--- config.mk ---
export PLATFORM = sky130hd
export DESIGN_NAME = ft245_bus_arbiter
export DESIGN_NICKNAME = d
export VERILOG_FILES = /design/src/rtl/ft245_pkg.sv /design/src/rtl/ft245_burst_counter.sv /design/src/rtl/ft245_bus_arbiter.sv
export SDC_FILE = /design/constraint.sdc
export NUM_CORES = 1
export LEC_CHECK = 0
export ABC_AREA = 1
export CAP_MARGIN = 20
export CELL_PAD_IN_SITES_DETAIL_PLACEMENT = 1
export CELL_PAD_IN_SITES_GLOBAL_PLACEMENT = 1
export CORE_MARGIN = 5
export CORE_UTILIZATION = 37
export CTS_CLUSTER_SIZE = 8
export DETAILED_ROUTE_END_ITERATION = 8
export GPL_TIMING_DRIVEN = 0
export PLACE_DENSITY = 0.81
export SYNTH_ARGS = -nofsm -noshare
export SYNTH_HDL_FRONTEND = slang
export SYNTH_SLANG_ARGS = --single-unit
--- constraint.sdc ---
create_clock -name clk -period 3.7 [get_ports clk]
set_input_delay 0.555 -clock clk [delete_from_list [all_inputs] [get_ports clk]]
set_output_delay 0.555 -clock clk [all_outputs]
set_load 0.03 [all_outputs]
--- src/rtl/ft245_pkg.sv ---
// Shared definitions for the FT245 bus arbiter: FSM state encoding, bus_dir codes
// and the default burst length.
package ft245_pkg;

  typedef enum logic [2:0] {
    ST_IDLE,
    ST_RX_OE,
    ST_RX_READ,
    ST_TX_WRITE,
    ST_TURN
  } state_t;

  localparam logic [1:0] DIR_IDLE = 2'b00;
  localparam logic [1:0] DIR_RX   = 2'b01;
  localparam logic [1:0] DIR_TX   = 2'b10;
  localparam logic [1:0] DIR_TURN = 2'b11;

  localparam int DEFAULT_MAX_BURST = 64;

endpackage

--- src/rtl/ft245_burst_counter.sv ---
// Saturating per-grant byte counter with synchronous clear and terminal flags.
module ft245_burst_counter
  import ft245_pkg::*;
#(
  parameter int MAX_BURST = DEFAULT_MAX_BURST
) (
  input  logic clk,
  input  logic rst,
  input  logic clr,
  input  logic inc,
  output logic at_max,
  output logic near_max
);

  localparam int CW = $clog2(MAX_BURST + 1);
  localparam logic [CW-1:0] LIMIT    = CW'(MAX_BURST);
  localparam logic [CW-1:0] LIMIT_M1 = CW'(MAX_BURST - 1);

  logic [CW-1:0] count;

  always_ff @(posedge clk or negedge rst) begin
    if (!rst) begin
      count <= '0;
    end else if (clr) begin
      count <= '0;
    end else if (inc && !at_max) begin
      count <= count + CW'(1);
    end
  end

  assign at_max   = (count == LIMIT);
  assign near_max = (count == LIMIT_M1);

endmodule

--- src/rtl/ft245_bus_arbiter.sv ---
// FT245 synchronous-FIFO bus arbiter: time-shares the half-duplex FTDI bus between RX and TX.
// Define FT245_SIWU_EN to pulse ftdi_siwu low in TURN after a flushed TX burst drains.
module ft245_bus_arbiter
  import ft245_pkg::*;
#(
  parameter int MAX_BURST = DEFAULT_MAX_BURST
) (
  input  logic       clk,
  input  logic       rst,
  input  logic       ftdi_rde_n,
  input  logic       ftdi_txe_n,
  input  logic [7:0] ftdi_data_i,
  output logic [7:0] ftdi_data_o,
  output logic       ftdi_data_oe,
  output logic       ftdi_oe_n,
  output logic       ftdi_rd_n,
  output logic       ftdi_wr_n,
  output logic       ftdi_siwu,
  input  logic       rx_ready,
  output logic       rx_stb,
  output logic [7:0] rx_data,
  input  logic       tx_avail,
  input  logic [7:0] tx_data,
  output logic       tx_pop,
  input  logic       tx_flush,
  output logic [1:0] bus_dir
);

  state_t state;
  logic   last_tx;
  logic   at_max, near_max;
  logic   rx_req, tx_req;
  logic   rx_xfer, tx_xfer;
  logic   rx_last, tx_done;
  logic   flush_en;

`ifdef FT245_SIWU_EN
  assign flush_en = tx_flush;
`else
  assign flush_en = 1'b0;
  wire unused_flush = tx_flush;
`endif

  assign rx_req = !ftdi_rde_n && rx_ready;
  assign tx_req = !ftdi_txe_n && tx_avail;

  assign rx_xfer = (state == ST_RX_READ) && !ftdi_rd_n && !ftdi_rde_n;
  assign tx_xfer = (state == ST_TX_WRITE) && !ftdi_wr_n && !ftdi_txe_n;

  // In TX the staging register is full exactly when wr_n is low; the count tracks
  // popped bytes so the byte still in staging is already charged to this grant.
  assign tx_pop = (state == ST_TX_WRITE) && tx_avail && !at_max && (ftdi_wr_n || tx_xfer);

  assign rx_last = ftdi_rde_n || !rx_ready || at_max || (rx_xfer && near_max);
  assign tx_done = !tx_pop && (ftdi_wr_n || tx_xfer);

  ft245_burst_counter #(.MAX_BURST(MAX_BURST)) u_count (
    .clk      (clk),
    .rst      (rst),
    .clr      (state == ST_TURN),
    .inc      (rx_xfer || tx_pop),
    .at_max   (at_max),
    .near_max (near_max)
  );

  always_ff @(posedge clk or negedge rst) begin
    if (!rst) begin
      state        <= ST_IDLE;
      last_tx      <= 1'b1;
      ftdi_oe_n    <= 1'b1;
      ftdi_rd_n    <= 1'b1;
      ftdi_wr_n    <= 1'b1;
      ftdi_siwu    <= 1'b1;
      ftdi_data_oe <= 1'b0;
      ftdi_data_o  <= 8'h00;
      rx_data      <= 8'h00;
      rx_stb       <= 1'b0;
      bus_dir      <= DIR_IDLE;
    end else begin
      rx_stb <= rx_xfer;
      if (rx_xfer) rx_data <= ftdi_data_i;
      if (tx_pop) ftdi_data_o <= tx_data;
      case (state)
        ST_IDLE: begin
          if (rx_req && (!tx_req || last_tx)) begin
            state     <= ST_RX_OE;
            ftdi_oe_n <= 1'b0;
            bus_dir   <= DIR_RX;
            last_tx   <= 1'b0;
          end else if (tx_req) begin
            state        <= ST_TX_WRITE;
            ftdi_data_oe <= 1'b1;
            bus_dir      <= DIR_TX;
            last_tx      <= 1'b1;
          end
        end
        ST_RX_OE: begin
          state     <= ST_RX_READ;
          ftdi_rd_n <= 1'b0;
        end
        ST_RX_READ: begin
          if (rx_last) begin
            state     <= ST_TURN;
            ftdi_oe_n <= 1'b1;
            ftdi_rd_n <= 1'b1;
            bus_dir   <= DIR_TURN;
          end
        end
        ST_TX_WRITE: begin
          ftdi_wr_n <= !(tx_pop || (!ftdi_wr_n && !tx_xfer));
          if (tx_done) begin
            state        <= ST_TURN;
            ftdi_data_oe <= 1'b0;
            bus_dir      <= DIR_TURN;
            if (flush_en && !tx_avail) ftdi_siwu <= 1'b0;
          end
        end
        ST_TURN: begin
          state     <= ST_IDLE;
          ftdi_siwu <= 1'b1;
          bus_dir   <= DIR_IDLE;
        end
        default: state <= ST_IDLE;
      endcase
    end
  end

endmodule

### Word level (Yosys, flattened, before mapping)

Index checks and enable logic that the tools add are counted.

| cells by class | value |
|---|---|
| $add $sub $neg | 1 |
| $mul | 0 |
| divide/modulo/power cells | 0 |
| magnitude comparators | 0 |
| equal/unequal tests | 12 |
| shift-type cells | 0 |
| mux-type cells | 21 |
| bitwise logic cells | 0 |
| reductions and logical operators | 44 |

Operators with widths:

| kind | number |
|---|---|
| $logic_and 1x1->1 | 14 |
| $mux 7 | 2 |
| $mux 3 | 4 |
| $pmux 3 s4 | 1 |
| $logic_not 1->1 | 10 |
| $ne 2x2->1 const B | 5 |
| $reduce_bool 2->1 | 5 |
| $mux 2 | 4 |
| $pmux 2 s4 | 1 |
| $reduce_and 4->1 | 2 |
| $add 7x1->7 const B | 1 |
| $eq 7x6->1 const B | 1 |
| $eq 7x7->1 const B | 1 |
| $logic_or 1x1->1 | 7 |
| $eq 3x2->1 const B | 2 |
| $mux 1 | 6 |
| $pmux 1 s2 | 3 |
| $reduce_and 3->1 | 2 |
| $reduce_and 2->1 | 2 |
| $reduce_bool 4->1 | 1 |
| $eq 3x1->1 const B | 1 |
| $eq 3x3->1 const B | 1 |
| $logic_not 3->1 | 1 |
| $ne 3x3->1 const B | 1 |

| word-level totals | value |
|---|---|
| register bits after elaboration | 34 |
| latch bits | 0 |
| bits in writable memories | 0 |
| bits in read-only memories | 0 |
| input bits | 23 |
| output and inout bits | 25 |
| word-level logic and storage cells | 89 |
| memories | 0 |

### Longest topological paths before layout

| depth | value |
|---|---|
| depth in word-level cells | 9 |
| mapped depth | 12 |
| mapped depth without buffers | 12 |

### Cells and area by module

From an unflattened synthesis, not the netlist that was laid out.

| unflattened totals | value |
|---|---|
| cells, all modules | 217 |
| area total of the unflattened synthesis | 1717.9 µm² |

By module, submodules not included:

| module | times used | cells each | area each (µm²) | sequential area each (µm²) |
|---|---|---|---|---|
| ft245_bus_arbiter | 1 | 151 | 1248.7 | 680.7 |
| ft245_burst_counter | 1 | 66 | 469.2 | 175.2 |

### Worst setup path after synthesis

OpenSTA, ideal clock, no wires.

| timing path | value |
|---|---|
| path kind | reg2out |
| start | register u_count.count[0] |
| end | output tx_pop |
| data arrival time | 1.171 ns |
| required time | 3.145 ns |
| path slack | 1.974 ns |
| stages on the path, launching flop included | 10 |
| path buffers | 0 |
| cells stage by stage | dfrtp_1 > inv_1 > ha_1 > nand2_1 > inv_1 > nand3_2 > nand2_2 > inv_2 > nand2_4 > inv_2 |

| on the way | value |
|---|---|
| longest elaborated chain between the ends | 4 |

Ends and longest elaborated chain:

| what | RTL line | RTL |
|---|---|---|
| from (decl) | ft245_burst_counter.sv:19 | `logic [CW-1:0] count;` |
| from (signal assigned) | ft245_burst_counter.sv:27 | `count <= count + CW'(1);` |
| $eq 7x7->1 | ft245_burst_counter.sv:31 | `assign at_max = (count == LIMIT);` |
| $logic_not 1->1 | ft245_bus_arbiter.sv:52 | `assign tx_pop = (state == ST_TX_WRITE) && tx_avail && !at_max && (ftdi_wr_n \|\| tx_xfer);` |
| $logic_and 1x1->1 (2 in series) | ft245_bus_arbiter.sv:52 |  |
| to (decl) | ft245_bus_arbiter.sv:24 | `output logic tx_pop,` |

No other way between the ends.

### Final worst setup path

| timing path | value |
|---|---|
| start | input tx_avail |
| end | output tx_pop |

| on the way | value |
|---|---|
| longest elaborated chain between the ends | 3 |

Ends and longest elaborated chain:

| what | RTL line | RTL |
|---|---|---|
| from (decl) | ft245_bus_arbiter.sv:22 | `input logic tx_avail,` |
| $logic_and 1x1->1 (3 in series) | ft245_bus_arbiter.sv:52 |  |

No other way between the ends.

==> results.ini <==
[logic_synthesis]
syn_area_per_cell_um2=8.03
yosysUniqueCellTypes=27
synth_cells=214
yosysTopAreaCell=dfrtp_1
synthTopCellsByArea=dfrtp_1, nand2_1, dfstp_2, inv_1, nand3_1
ys_warn_count=0
yosys_register_bits=34
ys_seq_area_share_pct=49.8
synth_top_area_share_pct=43.7
synth.net_count=239
syn_area_um2=1720

[cts]
clkLatencyLatePin_ps=290
path_clk_slew_ps=80
cts_buffer_depth=2
cts.htree.levels=2
cts_tree=yes
post_cts_buffers=0
clock-sinks=34
hold_buffers=0
ctsResizeCount=0
clockRootBuffer=clkbuf_8
cts_inserted_buffers=5

[worst_setup_path]
cp_num_buf_inv=5
cp_max_fo=10
cp_cell_sequence=clkdlybuf4s50_1 > inv_1 > nor2_4 > nand2_2 > inv_2 > nand2_4 > inv_2 > clkdlybuf4s50_1
critical_path_required_ps=3140
cp_slowest_stage_delay_ps=700
critical_path.top_delay_family=buffers and inverters
cp_slowest_cell=clkdlybuf4s50_1
critical_path.endpoint_type=output pin
startpoint_type=input pin
arrival_ps=2290
path_class=input pin to output pin

[timing]
fin_hold_ws_ps=326
clock_skew_ps=6.55
setup_viol=0
finalCriticalPeriod_ps=2850
final_max_slew_viol_count=0
worstMarginPinSlew_ps=757
clock.fmax_mhz=351
worst_slack_ps=851
maxSlewHeadroom_pct=49.6
hold_violations=0
finalSetupTns_ps=0
finalCritPeriodShare_pct=77.0
rsz0062_at_grt=false

[finish]
area_growth_pct=35.2
nets=291
mostFrequentLayoutCell=nand2_1
drive_gt1_share_pct=11.2
num_antenna_cells=0
most-common-layout-cells=nand2_1, clkdlybuf4s50_1, dfrtp_1
fill_cells=560
final_util_pct=52.3

[power]
total_power_mw=1.83
irDropWorstVdd_v=0.000344
p_per_area_nw_per_um2=788
leakage_nw=1.20

[routing]
antenna_left=0
drt-vias-per-instance=4.75
drt_wl_total_um=4310
wire_per_inst_um=13.5
drt_iter0_markers=64
via_count=1516
drcViolationCount=0
first_pass_iters=4

[floorplan]
dieArea_um2=6110
dieHeight_um=78.2
core_area_um2=4440
rows=24
ioPinCount=48
dieWidth_um=78.2
start_util_pct=38.7

[grt]
antenna_found_initial=0
grt_start_max_net_pins=35
grt_pass1_vias=1644
overflow=0
track_usage_pct=14.8
grt_pass1_wl_um=7320

[min_path]
hold_path_class=input pin to async pin

[status]
outcome=complete, no violations

[placed_design]
io_buffers=45
place.gp.congestion=0.737
dp_slack_ps=837
dp.final_hpwl_um=3240

[job]
maxCapViolations=0

## stage by stage
step	std cells	cell area (µm²)
finish	319	2320
global route	319	2320
CTS	319	2320
detailed placement	311	2230
global placement	311	2230
floorplan	214	1720
## worst register-to-register path, cell delays in order, from the launching register on
cell,delay [ps]
dfrtp_1,420
inv_1,110
ha_1,150
nand2_1,50
inv_1,60
nand3_2,90
nand2_2,110
inv_2,50
nand2_4,130
nand2_4,130
nor2_8,160
nand2_1,80
nand2_1,70
## per-layer routing
| metal | GRT usage, % | vias to the layer above | part of all wire, % |
|---|---|---|---|
| li1 | - | 751 | - |
| met1 | 16.7 | 726 | 44 |
| met2 | 27.0 | 34 | 50 |
| met3 | 3.89 | 5 | 4.7 |
| met4 | 5.24 | 0 | 1.1 |
| met5 | 0 | - | 0 |
## cells by family after synthesis
kind of cell	synth area share [%]
other	0.218
AO/OA/AOI/OAI	2.98
XOR/XNOR	2.55
adder cells (fa/ha/maj)	1.46
AND/OR/NAND/NOR	36.0
flip-flops	49.8
buffers and inverters	6.99
## area by class of cell
cell class	count	area [µm²]	share of cell area, %
clock inverters	2	12.5	0.538
inverters	28	105	4.52
flip-flops and latches	34	856	36.8
multi-input cells	150	743	32.0
well taps	52	65.1	2.80
clock buffers	6	82.6	3.55
repair buffers	45	445	19.2
plain buffers	2	15.0	0.646
## synthesized netlist by cell type, drive strengths merged
cell	instances
xor2	4
o2bb2ai	1
or2	1
a21oi	3
nand3	14
nor2	17
nand2	97
o22ai	1
dfstp	4
conb	1
o21ai	2
inv	28
ha	2
xnor2	1
dfrtp	30
nand3b	3
buf	2
nand4	3
## flip-flops by register name (all words and copies together), names as in the netlist
name and cells:
ftdi_data_oe 1, rx_data 8, last_tx 1, rx_stb 1, ftdi_wr_n 1, u_count.count 7, ftdi_rd_n 1, ftdi_oe_n 1
ftdi_data_o 8, bus_dir 2, state 3
## worst paths after layout
kind | cells after the start | slack, ps | start | endpoint
max reg2reg | 12 | 2050 | u_count.count[0] | u_count.count[4]
min reg2reg | 2 | 480 | ftdi_data_o[5] | ftdi_data_o[5]
max in group asynchronous | 1 | 2890 | rst | rx_data[2]
min in group clk | 2 | 480 | ftdi_data_o[5] | ftdi_data_o[5]
max | 8 | 850 | tx_avail | tx_pop
min | 1 | 330 | rst | state[1]
## power breakdown
group / leakage (nW) / internal [mW] / switching [mW]
clock: 0.0472 / 0.150 / 0.145
sequential: 0.429 / 0.529 / 0.0979
combinational: 0.722 / 0.352 / 0.559
total: 1.20 / 1.03 / 0.801
(Power assumes the default switching activity.)
